## config.mk

```make
export PLATFORM = sky130hd
export DESIGN_NAME = fwd_hazard_ctrl_flat
export DESIGN_NICKNAME = d
export VERILOG_FILES = /design/src/rtl/fwd_hazard_if.sv /design/src/rtl/fwd_hazard_ctrl.sv /design/src/flat_wrapper.sv
export SDC_FILE = /design/constraint.sdc
export NUM_CORES = 1
export LEC_CHECK = 0
export ABC_CLOCK_PERIOD_IN_PS = 4050
export CAP_MARGIN = 20
export CELL_PAD_IN_SITES_DETAIL_PLACEMENT = 0
export CELL_PAD_IN_SITES_GLOBAL_PLACEMENT = 1
export CORE_MARGIN = 3
export CORE_UTILIZATION = 30
export DETAILED_ROUTE_END_ITERATION = 16
export PLACE_DENSITY = 0.81
export SLEW_MARGIN = 15
export SYNTH_ARGS = -nofsm -noshare
export SYNTH_HDL_FRONTEND = slang
export SYNTH_SLANG_ARGS = --single-unit
```

## constraint.sdc

```tcl
create_clock -name clk -period 4.05 [get_ports clk]
set_input_delay 1.215 -clock clk [delete_from_list [all_inputs] [get_ports clk]]
set_output_delay 1.215 -clock clk [all_outputs]
set_load 0.01 [all_outputs]
```

## src/rtl/fwd_hazard_if.sv

```systemverilog
// Bundle between the 5-stage pipeline and its forwarding/hazard controller.
// The pipeline side (master) drives the ID/EX/MEM register indices and
// control bits. The controller side (slave) returns the operand selects,
// the stall and bubble controls and the stall-cycle counter.
interface fwd_hazard_if #(
    parameter int REG_AW = 5,
    parameter int CNT_W  = 16
);
    logic              id_valid;
    logic [REG_AW-1:0] id_rs;
    logic [REG_AW-1:0] id_rt;
    logic [REG_AW-1:0] ex_rd;
    logic              ex_regwrite;
    logic              ex_memread;
    logic [REG_AW-1:0] mem_rd;
    logic              mem_regwrite;
    logic              mem_memread;
    logic              mem_ready;
    logic [1:0]        fwd_a_sel;
    logic [1:0]        fwd_b_sel;
    logic              stall;
    logic              bubble;
    logic [CNT_W-1:0]  stall_cnt;

    modport master (
        output id_valid, id_rs, id_rt, ex_rd, ex_regwrite, ex_memread,
               mem_rd, mem_regwrite, mem_memread, mem_ready,
        input  fwd_a_sel, fwd_b_sel, stall, bubble, stall_cnt
    );

    modport slave (
        input  id_valid, id_rs, id_rt, ex_rd, ex_regwrite, ex_memread,
               mem_rd, mem_regwrite, mem_memread, mem_ready,
        output fwd_a_sel, fwd_b_sel, stall, bubble, stall_cnt
    );
endinterface

```

## src/rtl/fwd_hazard_ctrl.sv

```systemverilog
// Forwarding / hazard controller for the 5-stage pipeline.
// Produces the EX operand mux selects (registered alongside ID/EX), the
// IF/ID stall, the ID/EX bubble and a saturating stall-cycle counter.
// Select encoding: 0 regfile, 1 EX/MEM ALU, 2 MEM/WB ALU, 3 MEM/WB load data.
// Build option FWD_CTRL_BYPASS_EN: when defined, the forwarding paths are used
// and only load-use stalls; when undefined, selects stay 0 and any RAW
// dependency on EX or MEM stalls until the writer has retired.
module fwd_hazard_ctrl #(
    parameter int REG_AW = 5,
    parameter int CNT_W  = 16
) (
    input  logic        clk,
    input  logic        rst_n,
    fwd_hazard_if.slave bus
);

    typedef enum logic [1:0] {
        RUN    = 2'd0,
        BUBBLE = 2'd1,
        WAIT   = 2'd2
    } state_t;

    state_t           state;
    logic             hit_ex_a, hit_ex_b, hit_mem_a, hit_mem_b;
    logic             hazard;
    logic             stall_c;
    logic [1:0]       sel_a_nxt, sel_b_nxt;
    logic [1:0]       sel_a_q, sel_b_q;
    logic             bubble_q;
    logic [CNT_W-1:0] cnt_q;

    // Source/destination matches; r0 is hard-wired zero and never matches.
    always_comb begin
        hit_ex_a  = bus.ex_regwrite  && (bus.ex_rd  == bus.id_rs) && (bus.id_rs != '0);
        hit_ex_b  = bus.ex_regwrite  && (bus.ex_rd  == bus.id_rt) && (bus.id_rt != '0);
        hit_mem_a = bus.mem_regwrite && (bus.mem_rd == bus.id_rs) && (bus.id_rs != '0);
        hit_mem_b = bus.mem_regwrite && (bus.mem_rd == bus.id_rt) && (bus.id_rt != '0);
    end

    // Hazard detection, stall and next operand selects.
`ifdef FWD_CTRL_BYPASS_EN
    always_comb begin
        // Only a load in EX cannot be bypassed: its data arrives from MEM.
        hazard    = bus.id_valid && bus.ex_memread && (hit_ex_a || hit_ex_b);
        stall_c   = !bus.mem_ready || ((state == RUN) && hazard);
        sel_a_nxt = 2'd0;
        sel_b_nxt = 2'd0;
        if (bus.id_valid) begin
            // EX is the youngest writer, so it wins over MEM.
            if (hit_ex_a)       sel_a_nxt = 2'd1;
            else if (hit_mem_a) sel_a_nxt = bus.mem_memread ? 2'd3 : 2'd2;
            if (hit_ex_b)       sel_b_nxt = 2'd1;
            else if (hit_mem_b) sel_b_nxt = bus.mem_memread ? 2'd3 : 2'd2;
        end
    end
`else
    always_comb begin
        // No bypass paths: wait until any in-flight writer reaches WB.
        hazard    = bus.id_valid && (hit_ex_a || hit_ex_b || hit_mem_a || hit_mem_b);
        stall_c   = !bus.mem_ready || hazard;
        sel_a_nxt = 2'd0;
        sel_b_nxt = 2'd0;
    end
`endif

    // Control FSM; bubble is registered and marks the cycle ID/EX holds a NOP.
    always_ff @(posedge clk or negedge rst_n) begin
        if (!rst_n) begin
            state    <= RUN;
            bubble_q <= 1'b0;
        end else begin
`ifdef FWD_CTRL_BYPASS_EN
            bubble_q <= (state == RUN) && bus.mem_ready && hazard;
            case (state)
                RUN:     state <= !bus.mem_ready ? WAIT : (hazard ? BUBBLE : RUN);
                BUBBLE:  state <= !bus.mem_ready ? WAIT : RUN;
                WAIT:    state <= bus.mem_ready ? RUN : WAIT;
                default: state <= RUN;
            endcase
`else
            // Bubbles repeat while the dependency persists.
            bubble_q <= bus.mem_ready && hazard;
            case (state)
                RUN, BUBBLE: state <= !bus.mem_ready ? WAIT : (hazard ? BUBBLE : RUN);
                WAIT:        state <= !bus.mem_ready ? WAIT : (hazard ? BUBBLE : RUN);
                default:     state <= RUN;
            endcase
`endif
        end
    end

    // Operand selects advance with ID/EX and hold while the pipe is stalled.
    always_ff @(posedge clk or negedge rst_n) begin
        if (!rst_n) begin
            sel_a_q <= 2'd0;
            sel_b_q <= 2'd0;
        end else if (!stall_c) begin
            sel_a_q <= sel_a_nxt;
            sel_b_q <= sel_b_nxt;
        end
    end

    // Stall-cycle counter, saturating at all-ones.
    always_ff @(posedge clk or negedge rst_n) begin
        if (!rst_n)
            cnt_q <= '0;
        else if (stall_c && (cnt_q != '1))
            cnt_q <= cnt_q + 1'b1;
    end

    assign bus.fwd_a_sel = sel_a_q;
    assign bus.fwd_b_sel = sel_b_q;
    assign bus.stall     = stall_c;
    assign bus.bubble    = bubble_q;
    assign bus.stall_cnt = cnt_q;

endmodule

```

## src/flat_wrapper.sv

```systemverilog
// flat-port wrapper written by rule: the top's interface ports become plain ports
module fwd_hazard_ctrl_flat 
#(
    parameter int REG_AW = 5,
    parameter int CNT_W  = 16
)
  (clk, rst_n, bus_id_valid, bus_id_rs, bus_id_rt, bus_ex_rd, bus_ex_regwrite, bus_ex_memread, bus_mem_rd, bus_mem_regwrite, bus_mem_memread, bus_mem_ready, bus_fwd_a_sel, bus_fwd_b_sel, bus_stall, bus_bubble, bus_stall_cnt);
  fwd_hazard_if #(.REG_AW(REG_AW), .CNT_W(CNT_W)) bus_i ();
  input  logic clk;
  input  logic rst_n;
  input wire logic [$bits(bus_i.id_valid)-1:0] bus_id_valid;
  input wire logic [$bits(bus_i.id_rs)-1:0] bus_id_rs;
  input wire logic [$bits(bus_i.id_rt)-1:0] bus_id_rt;
  input wire logic [$bits(bus_i.ex_rd)-1:0] bus_ex_rd;
  input wire logic [$bits(bus_i.ex_regwrite)-1:0] bus_ex_regwrite;
  input wire logic [$bits(bus_i.ex_memread)-1:0] bus_ex_memread;
  input wire logic [$bits(bus_i.mem_rd)-1:0] bus_mem_rd;
  input wire logic [$bits(bus_i.mem_regwrite)-1:0] bus_mem_regwrite;
  input wire logic [$bits(bus_i.mem_memread)-1:0] bus_mem_memread;
  input wire logic [$bits(bus_i.mem_ready)-1:0] bus_mem_ready;
  output wire logic [$bits(bus_i.fwd_a_sel)-1:0] bus_fwd_a_sel;
  output wire logic [$bits(bus_i.fwd_b_sel)-1:0] bus_fwd_b_sel;
  output wire logic [$bits(bus_i.stall)-1:0] bus_stall;
  output wire logic [$bits(bus_i.bubble)-1:0] bus_bubble;
  output wire logic [$bits(bus_i.stall_cnt)-1:0] bus_stall_cnt;
  assign bus_i.id_valid = bus_id_valid;
  assign bus_i.id_rs = bus_id_rs;
  assign bus_i.id_rt = bus_id_rt;
  assign bus_i.ex_rd = bus_ex_rd;
  assign bus_i.ex_regwrite = bus_ex_regwrite;
  assign bus_i.ex_memread = bus_ex_memread;
  assign bus_i.mem_rd = bus_mem_rd;
  assign bus_i.mem_regwrite = bus_mem_regwrite;
  assign bus_i.mem_memread = bus_mem_memread;
  assign bus_i.mem_ready = bus_mem_ready;
  assign bus_fwd_a_sel = bus_i.fwd_a_sel;
  assign bus_fwd_b_sel = bus_i.fwd_b_sel;
  assign bus_stall = bus_i.stall;
  assign bus_bubble = bus_i.bubble;
  assign bus_stall_cnt = bus_i.stall_cnt;
  fwd_hazard_ctrl #(.REG_AW(REG_AW), .CNT_W(CNT_W)) u_core (.clk(clk), .rst_n(rst_n), .bus(bus_i));
endmodule
```

==> results.rst <==
.. list-table::
   :header-rows: 1

   * - Metric
     - Value
   * - Bufs and invs on worst path
     - 2
   * - Layout overhead on the synthesized area
     - 49.78%
   * - Fmax
     - roughly 250 MHz
   * - Critical path's largest stage delay
     - just over 0.5 ns
   * - Most frequent cells after synthesis
     - 21 x sky130_fd_sc_hd__xor2_1, 17 x sky130_fd_sc_hd__dfrtp_1, 12 x sky130_fd_sc_hd__nand2_1, 12 x sky130_fd_sc_hd__xnor2_1, 8 x sky130_fd_sc_hd__a211oi_1
   * - Final wirelength
     - just over 3000 um
   * - Number of iterations in the first detailed-routing pass
     - 4
   * - Drt via density
     - between 4 and 5
   * - Status
     - complete, no violations
   * - Clock root cell
     - sky130_fd_sc_hd__clkbuf_8
   * - CTS tree
     - done
   * - Largest fanout on the critical path
     - 2
   * - Final max-slew violation count
     - 0
   * - Wire length of the first global-routing pass
     - slightly above 5000 um
   * - Actual slew at the worst max-slew pin
     - roughly 0.87 ns
   * - Number of core rows
     - 21
   * - Initial standard-cell utilization of the core
     - 0.3291
   * - Main synth FF type
     - sky130_fd_sc_hd__dfrtp_1
   * - Top delay family on crit path
     - buffers and inverters
   * - Buffers added on ports
     - 43
   * - Arrival time at the worst endpoint
     - between 2 and 3 ns
   * - Final routed DRC violation total
     - 0
   * - Number of unique standard cell types used by synthesis
     - 24
   * - Dominant cells by area after synthesis
     - sky130_fd_sc_hd__dfrtp_1 37%, sky130_fd_sc_hd__xor2_1 16%, sky130_fd_sc_hd__xnor2_1 9.1%
   * - Number of standard cells after synthesis
     - 120
   * - Total power
     - 0.7353 mW
   * - Maximum number of buffers from clock root to sink
     - 2
   * - Worst hold stages
     - 1
   * - Worst skew pair latency
     - approximately 0.25 ns
   * - Post-detailed-route wirelength per cell
     - ~14 um
   * - Number of flops mapped to enable cells by yosys
     - 0
   * - Finished Cell Area
     - 0.001735 mm^2
   * - Mean instance size in the synthesized netlist
     - around 9.7 um^2
   * - Worst hold path type
     - reg2reg
   * - Number of buffers added by the clock tree synthesis step
     - 3
   * - Die Y
     - just under 70 um
   * - Count of cell instances traversed by the critical path
     - 8
   * - Sequential fraction of the synthesis area
     - 0.3672
   * - Mapped cell area
     - roughly 0.0012 mm^2
   * - Fraction of layout instances using a drive strength above 1
     - 0.1471
   * - Class of the most critical setup path
     - in2out
   * - Pin count of the biggest net entering global routing
     - 18
   * - Number of violations of the max-capacitance limit
     - 0
   * - Detailed Route Iter0 Violations
     - 14
   * - CP max-delay cell
     - sky130_fd_sc_hd__clkdlybuf4s50_1
   * - Critical Path RT
     - about 2.8 ns
   * - Post-CTS Hold Buffers
     - 0
   * - Number of synthesis warnings
     - 0
   * - Nets@finish
     - 200
   * - Most used standard cell by instance count after synthesis
     - sky130_fd_sc_hd__xor2_1
   * - Setup repair after global routing missed its margin
     - no
   * - Tcrit/Tclk final
     - 0.9826
   * - Top-level port count
     - 50
   * - Worst-case clock skew
     - between 0.005 and 0.006 ns
   * - Worst Reg-to-Reg Cells
     - 8
   * - Worst Setup End Kind
     - output pin
   * - Worst vdd rail ir drop
     - 0.3156 mV
   * - Core region area
     - about 0.0035 mm^2
   * - Routed Antenna Nets
     - 0
   * - Clock period minus worst slack
     - 3.979 ns
   * - Total die area
     - 0.004644 mm^2
   * - Routability congestion estimate
     - a little under 0.8
   * - PD cells
     - ~420 mW/mm^2
   * - Fraction of post-synthesis cell area in the top cell type by area
     - 0.3672
   * - Count of clock tree sinks
     - 17
   * - Leakage
     - approximately 0.70 nW
   * - Via count of the first global-routing pass
     - 1123
   * - Level count of the clock H-tree
     - 1
   * - Leading area contributor after synthesis
     - sky130_fd_sc_hd__dfrtp_1
   * - GRT Residual Overflow
     - 0
   * - Clock slew at the register clock pins of the worst setup and hold paths
     - roughly 0.070 ns
   * - All-layer global routing usage
     - 0.1420
   * - # setup viols final
     - 0
   * - Number of storage elements in the synthesis netlist
     - 17
   * - DPL Wire Length
     - 2355 um
   * - Initial antenna violation count
     - 0
   * - Die boundary width
     - ~68 um
   * - Post-synth ARST share
     - 1.000
   * - Total number of vias
     - ~1100
   * - Post-route setup TNS
     - 0 ns
   * - Number of failing hold endpoints at the final stage
     - 0
   * - Postcts setup bufs
     - 0
   * - Chain of cells forming the critical path
     - clkdlybuf4s50_1, xnor2_1, nand3_1, nor4_2, o21ai_1, a21bo_4, nand2_1, buf_2
   * - Startpoint type of the worst setup path
     - input pin
   * - Placed cell areas
     - between 0.0015 and 0.002 mm^2
   * - ANT cells
     - 0
   * - Max transition margin
     - 0.4157
[kinds of logic (layout without fill, tap and decap cells)]
family,after synthesis,count (layout),share of synthesized area
buffers and inverters,10,57,0.04860
xor gates and xnor gates,33,33,0.2495
other,1,4,0.003237
muxes,3,3,0.02916
and+or+nand+nor,37,37,0.1609
adders and majority gates,1,1,0.01080
AOI/OAI and AO/OA,18,18,0.1307
DFF,17,17,0.3672
[layout make-up]
| type | instances | area, um^2 |
|---|---|---|
| fill | 352 | 1785 |
| sequential | 17 | 425.4 |
| timing repair buffer | 51 | 478.0 |
| inverter | 2 | 7.507 |
| clock inverter | 1 | 5.005 |
| multi-input combinational | 96 | 720.7 |
| tap | 46 | 57.56 |
| clock buffer | 3 | 41.29 |
[report_power, final]
part	leakage [nW]	internal (mW)	switching, mW	total [mW]
registers	0.204	0.228	0.0697	0.298
clock network	0.0255	0.0681	0.0574	0.126
logic	0.472	0.180	0.132	0.312
total	0.701	0.477	0.259	0.735
[layout by cell type, fill, tap and decap left out, drive strengths merged, types with 5 or more instances in the layout]
cell type and n:
a211oi 8, nand3 7, dfrtp 17, dlygate4sd2 8, nor2 6, xor2 21, nand2 12, xnor2 12
buf 9, a2111oi 5, clkdlybuf4s50 33
[state kept, by name (all words and copies together), names as in the netlist]
| register | cells |
|---|---|
| u_core.bus.bubble | 1 |
| u_core.bus.stall_cnt | 16 |
[what timing repair did]
action	in CTS	in global routing
resized for setup	19	1
pin swaps	6	3
endpoints found under the setup margin	1	1
[worst register-to-register path, delay by kind of cell, from the launching register on]
kind / cells / cell delay, ns
compound gates: 1 / 0.16
fa+ha+maj: 1 / 0.22
flops: 1 / 0.41
mux: 1 / 0.32
simple gates: 5 / 1.24
[metal layers]
metal  routed length, um  share of wire  GRT usage  vias up
met3                 251          0.081    0.02956        2
met4                   8         0.0026    0.03722        0
met2                1495           0.48     0.2539       43
met5                   0              0          0        -
met1                1343           0.43     0.1716      501
li1                    -              -          -      515
[path summary, 6_finish.rpt]
kind / start / to / slack (ns)
max in group asynchronous: rst_n / u_core.bus.stall_cnt[13]$_DFFE_PN0P_ / 2.15
worst min register to register: u_core.bus.stall_cnt[9]$_DFFE_PN0P_ / u_core.bus.stall_cnt[9]$_DFFE_PN0P_ / 0.49
min in group asynchronous: rst_n / u_core.bus.stall_cnt[4]$_DFFE_PN0P_ / 1.41
worst max-delay path: bus_mem_rd[1] / bus_stall / 0.07
worst min-delay path: u_core.bus.stall_cnt[9]$_DFFE_PN0P_ / u_core.bus.stall_cnt[9]$_DFFE_PN0P_ / 0.49
worst max register to register: u_core.bus.stall_cnt[0]$_DFFE_PN0P_ / u_core.bus.stall_cnt[1]$_DFFE_PN0P_ / 1.59
[metrics by stage]
step / std cells / worst slack (ns) / hold slack (ns) / utilization
CTS: 216 / 0.04888 / 0.4975 / 0.4922
global route: 216 / 0.005153 / 0.5064 / 0.4929
detailed placement: 212 / -0.4719 / 0.4842 / 0.4741
finish: 216 / 0.07053 / 0.4898 / 0.4929
global placement: 212 / -0.4541 / 0.4817 / 0.4741
floorplan: 123 / 0.3277 / 0.5150 / -
Note: power is estimated with default switching activity, not from simulation.
